--- src/rtl/csi_tx_lane_dist.sv ---
`default_nettype none
// ============================================================================
// Module   : csi_tx_lane_dist
// Brief    : CSI-2 transmit lane distributor; builds per-lane D-PHY HS bursts
//            (HS-zero leader, 0xB8 sync, payload, inverted-bit HS-trail).
// Revision : 1.0 - initial release
// ============================================================================
module csi_tx_lane_dist #(
    parameter int NUM_LANE     = 2,
    parameter int ZERO_CYCLES  = 4,
    parameter int TRAIL_CYCLES = 3
) (
    input  logic                              byte_clock,
    input  logic                              reset,
    input  logic                              in_valid,
    output logic                              in_ready,
    input  logic [8*NUM_LANE-1:0]             word_in,
    input  logic                              last_in,
    input  logic [$clog2(NUM_LANE+1)-1:0]     last_lanes,
    output logic                              hs_en_out,
    output logic [8*NUM_LANE-1:0]             word_out,
    output logic [NUM_LANE-1:0]               valid_out,
    output logic                              err_underrun
);

    localparam int         LANE_W    = $clog2(NUM_LANE + 1);
    localparam logic [7:0] SYNC_BYTE = 8'hB8;

    typedef enum logic [2:0] {
        IDLE  = 3'd0,
        ZERO  = 3'd1,
        DATA  = 3'd2,
        TRAIL = 3'd3,
        EXIT  = 3'd4
    } state_t;

    state_t                  state, state_nxt;
    logic [7:0]              cnt, cnt_nxt;
    logic [8*NUM_LANE-1:0]   word_nxt;
    logic [NUM_LANE-1:0]     valid_nxt;
    logic                    hs_nxt;
    // bit 7 of the most recent valid byte sent on each lane
    logic [NUM_LANE-1:0]     last_msb, msb_nxt;

    function automatic logic [7:0] trail_byte(input logic msb);
        return msb ? 8'h00 : 8'hFF;
    endfunction

    always_ff @(posedge byte_clock) begin
        if (reset) begin
            state     <= IDLE;
            cnt       <= 8'd0;
            word_out  <= '0;
            valid_out <= '0;
            hs_en_out <= 1'b0;
            last_msb  <= '0;
        end else begin
            state     <= state_nxt;
            cnt       <= cnt_nxt;
            word_out  <= word_nxt;
            valid_out <= valid_nxt;
            hs_en_out <= hs_nxt;
            last_msb  <= msb_nxt;
        end
    end

    always_comb begin
        state_nxt    = state;
        cnt_nxt      = cnt;
        word_nxt     = word_out;
        valid_nxt    = valid_out;
        hs_nxt       = hs_en_out;
        msb_nxt      = last_msb;
        in_ready     = 1'b0;
        err_underrun = 1'b0;

        case (state)
            IDLE: begin
                word_nxt  = '0;
                valid_nxt = '0;
                hs_nxt    = 1'b0;
                if (in_valid) begin
                    state_nxt = ZERO;
                    hs_nxt    = 1'b1;
                    cnt_nxt   = 8'(ZERO_CYCLES - 1);
                end
            end

            ZERO: begin
                if (cnt == 8'd0) begin
                    word_nxt  = {NUM_LANE{SYNC_BYTE}};
                    valid_nxt = '1;
                    msb_nxt   = {NUM_LANE{SYNC_BYTE[7]}};
                    state_nxt = DATA;
                end else begin
                    cnt_nxt = cnt - 8'd1;
                end
            end

            DATA: begin
                in_ready = 1'b1;
                if (in_valid) begin
                    word_nxt  = word_in;
                    valid_nxt = '1;
                    for (int i = 0; i < NUM_LANE; i++) begin
                        if (!last_in || (LANE_W'(i) < last_lanes)) begin
                            msb_nxt[i] = word_in[8*i+7];
                        end else begin
                            // lane already finished: start its trail now
                            word_nxt[8*i +: 8] = trail_byte(last_msb[i]);
                            valid_nxt[i]       = 1'b0;
                        end
                    end
                    if (last_in) begin
                        state_nxt = TRAIL;
                        cnt_nxt   = 8'(TRAIL_CYCLES);
                    end
                end else begin
                    err_underrun = 1'b1;
                    valid_nxt    = '0;
                end
            end

            TRAIL: begin
                // counter is loaded with TRAIL_CYCLES; the zero step clears the register
                if (cnt == 8'd0) begin
                    word_nxt  = '0;
                    valid_nxt = '0;
                    hs_nxt    = 1'b0;
                    state_nxt = EXIT;
                end else begin
                    for (int i = 0; i < NUM_LANE; i++) begin
                        word_nxt[8*i +: 8] = trail_byte(last_msb[i]);
                    end
                    valid_nxt = '0;
                    cnt_nxt   = cnt - 8'd1;
                end
            end

            EXIT: begin
                word_nxt  = '0;
                valid_nxt = '0;
                hs_nxt    = 1'b0;
                state_nxt = IDLE;
            end

            default: begin
                state_nxt = IDLE;
            end
        endcase
    end

endmodule
`default_nettype wire

--- config.mk ---
export PLATFORM = sky130hd
export DESIGN_NAME = csi_tx_lane_dist
export DESIGN_NICKNAME = d
export VERILOG_FILES = /design/src/rtl/csi_tx_lane_dist.sv
export SDC_FILE = /design/constraint.sdc
export NUM_CORES = 1
export LEC_CHECK = 0
export ABC_AREA = 0
export ABC_CLOCK_PERIOD_IN_PS = 1550
export CELL_PAD_IN_SITES_DETAIL_PLACEMENT = 0
export CELL_PAD_IN_SITES_GLOBAL_PLACEMENT = 1
export CORE_ASPECT_RATIO = 1.25
export CORE_MARGIN = 1.5
export CORE_UTILIZATION = 33
export DETAILED_ROUTE_END_ITERATION = 10
export PLACE_DENSITY_LB_ADDON = 0.1
export SETUP_SLACK_MARGIN = 0.05
export SYNTH_ARGS = -nofsm -noshare
export SYNTH_HDL_FRONTEND = slang
export SYNTH_SLANG_ARGS = --single-unit
--- constraint.sdc ---
create_clock -name byte_clock -period 1.55 [get_ports byte_clock]
set_input_delay 0.31 -clock byte_clock [delete_from_list [all_inputs] [get_ports byte_clock]]
set_output_delay 0.31 -clock byte_clock [all_outputs]
set_load 0.005 [all_outputs]
==> impl_results.md <==
- Syn Area/Cell: 8.861 µm²
- Worst VDD drop: 0.0007285 V
- Die area: 0.005709 mm²
- YS warnings: 0
- Share of the synthesized area in the top cell type: 36.89%
- Clock latency on the worst-skew pair: 0.29 ns
- Synth area leaders: dfxtp_1, a211oi_1, a221oi_2
- Clock root buffer: clkbuf_8
- Max-cap violations: 0
- Top sig layer: met4
- Max clock buf depth: 2
- Synth async-reset ratio: 0%
- Most frequent cell after synthesis: dfxtp_1
- DP Wirelength: 4005 µm
- Core Rows: 29
- Switch share: 35.55%
- Clock sink count: 32
- #FFs+latches synth: 32
- Layout area overhead: 66.93%
- Global route total overflow: 0
- Startpoint class of the critical path: register
- Routed Antenna Nets: 0
- CP required: 1.24 ns
- Post-Synthesis Cells: 196
- Final hold viol count: 0
- Worst-path clk slew: 0.06 ns
- Yosys top cell by area: dfxtp_1
- Crit path buf inv count: 2
- Initial antenna violation count: 0
- Share of layout cells above drive strength 1: 40.70%
- Gr usage total: 19.92%
- Metal3 WL: 247 µm
- Critical Path Sink Type: output port
- Vias per cell: 5.375
- Hold crit path type: register to register
- Max FO, Critical Path: 3
- Lkg Pwr: 1.150 nW
- Worst setup margin: -0.1033 ns
- Die W: 67.89 µm
- Vias in the first global route: 1,867
- Layout Nets: 308
- Clock Power Share: 18.9%
- Post-route clock skew: 0.004675 ns
- I/O pin total: 43
- RSZ-0062 raised after global routing: yes
- Synthesized area: 0.001737 mm²
- Initial DRC count: 120
- Sequential share of power: 29.9%
- Post-synthesis cell type count: 55
- Post-Route Setup TNS: -1.064 ns
- Ant diodes: 0
- Worst path top cell family by delay: simple AND/OR/NAND/NOR gates
- Final worst-path cycle share: 106.7%
- Largest stage delay, worst path: 0.42 ns
- CTS H-tree depth: 2
- Die H: 84.11 µm
- Drt wl/cell: 15.80 µm
- Largest net degree at the start of global routing: 23
- Critical path type: register to output port
- Combinational cell fraction of total power: 51.2%
- Met1 wire length: 2194 µm
- Rel. slew slack: 68.84%
- Router iterations before antenna repair: 4
- Tightest Pin Transition: 0.4663 ns
- # port buffers: 42
- Register area share after synthesis: 36.89%
- Top cells by count, synth: dfxtp_1, inv_1, nor2_1
- Prevailing post-synth register cell: dfxtp_1
- DRT Wirelength: 5483 µm
- EDFF count, synth: 0
- Crit path cell chain: or3b_4, buf_6, nor2_2, buf_2
- Internal: 0.002298 W
- First-pass GRT wire length: 8707 µm
- Outcome: finished, violations left
- Non-Filler Instances: 347
- Vias: 1,865
- Initial Utilization: 34.19%
- Pwr dens: 1230 mW/mm²
- Switching power: 0.001267 W
- Post-synth net total: 220
- Residual DRC: 0
- Core region area: 0.005080 mm²
- Pins Over Slew Limit: 0
- Failing checks: setup timing
- CP max stage cell: or3b_4
- GPL Wtd Cong: 0.7821
- CTS Buf Count: 5
- Tot Pwr: 0.003565 W
- Final Critical Period: 1.653 ns
- # setup viols final: 22
- Placed cells: 329
- TritonCTS clock tree: built
- Fmax achieved: 604.9 MHz
- Routed wire length on met2: 2930 µm
- Data arrival time of the critical path: 1.34 ns
## area by class of cell
| cell class | instances | area [µm²] |
|---|---|---|
| fill | 440 | 2181 |
| multi-input combinational | 137 | 1177 |
| timing repair buffer | 94 | 849.6 |
| sequential | 32 | 649.4 |
| clock buffer | 8 | 90.09 |
| tap | 62 | 77.57 |
| inverter | 14 | 55.05 |
## cell families (layout without fill, tap and decap cells)
family,count (synthesis),after routing,share of synthesized area [%]
muxes,2,2,1.225
xor gates and xnor gates,1,1,0.5044
buffers and inverters,27,116,7.205
adders and majority gates,2,2,1.441
AOI/OAI and AO/OA,65,65,30.19
and+or+nand+nor,67,67,22.55
DFF,32,32,36.89
## registers in the layout, summed over array words and instances, names as in the netlist
signal	flops
word_out	16
cnt	8
state	3
last_msb	2
valid_out	2
hs_en_out	1
## metal layers
metal  vias to the layer above  GRT usage [%]
li1                        912              -
met1                       895          21.95
met2                        46          35.92
met3                        12          4.588
met4                         0          7.273
met5                         -              0
## through the flow
step	cell area [µm²]	worst slack, ns	hold slack [ns]	utilization [%]
2_1_floorplan	1793	-0.06103	0.4504	-
3_3_place_gp	2535	-0.4582	0.4461	49.90
3_5_place_dp	2535	-0.4724	0.4570	49.90
4_1_cts	2720	-0.1091	0.4689	53.55
5_1_grt	2899	-0.1961	0.4885	57.07
6_report	2899	-0.1033	0.4686	57.07
## power by group through the flow
| stage | logic [W] | registers [W] | clock network (W) |
|---|---|---|---|
| floorplan | 0.000790 | 0.00108 | 0 |
| global route | 0.00196 | 0.00109 | 0.000731 |
| finish | 0.00182 | 0.00107 | 0.000675 |
| CTS | 0.00162 | 0.00106 | 0.000694 |
| detailed placement | 0.00150 | 0.00107 | 0 |
| global placement | 0.00146 | 0.00106 | 0 |
## repair_timing
action,CTS,global route
hold buffers,0,0
pin swaps,4,10
setup buffers,2,7
cloned,0,1
endpoints found under the setup margin,33,31
hold endpoints to repair,0,0
resized for setup,38,27
## tightest hold or removal path, stage by stage (launching register included)
cell and delay, ns:
dfxtp_1 0.31, inv_1 0.06, a221oi_2 0.05
## worst paths after layout
path	cells past startpoint	endpoint	slack (ns)	start
worst min register to register	2	word_out[13]	0.47	word_out[13]
worst max-delay path	4	err_underrun	-0.10	state[2]
worst min-delay path	2	word_out[13]	0.47	word_out[13]
worst max register to register	7	word_out[12]	-0.10	cnt[1]
## cells in the final DEF (no fill, tap or decap), drive strengths merged, types with 2 or more instances in the layout
cell,n
a2111oi,2
a211o,2
a211oi,10
a21o,4
a21oi,11
a221oi,6
a22o,8
a311oi,3
a31oi,4
and2,2
buf,54
clkbuf,8
clkdlybuf4s50,36
dfxtp,32
dlygate4sd2,3
ha,2
inv,14
nand2,10
nand2b,5
nand3,11
nand4,2
nor2,13
nor3,10
nor3b,2
nor4b,3
o21ai,5
or2,2
or3b,2
Power figures use the tool's default switching activity.
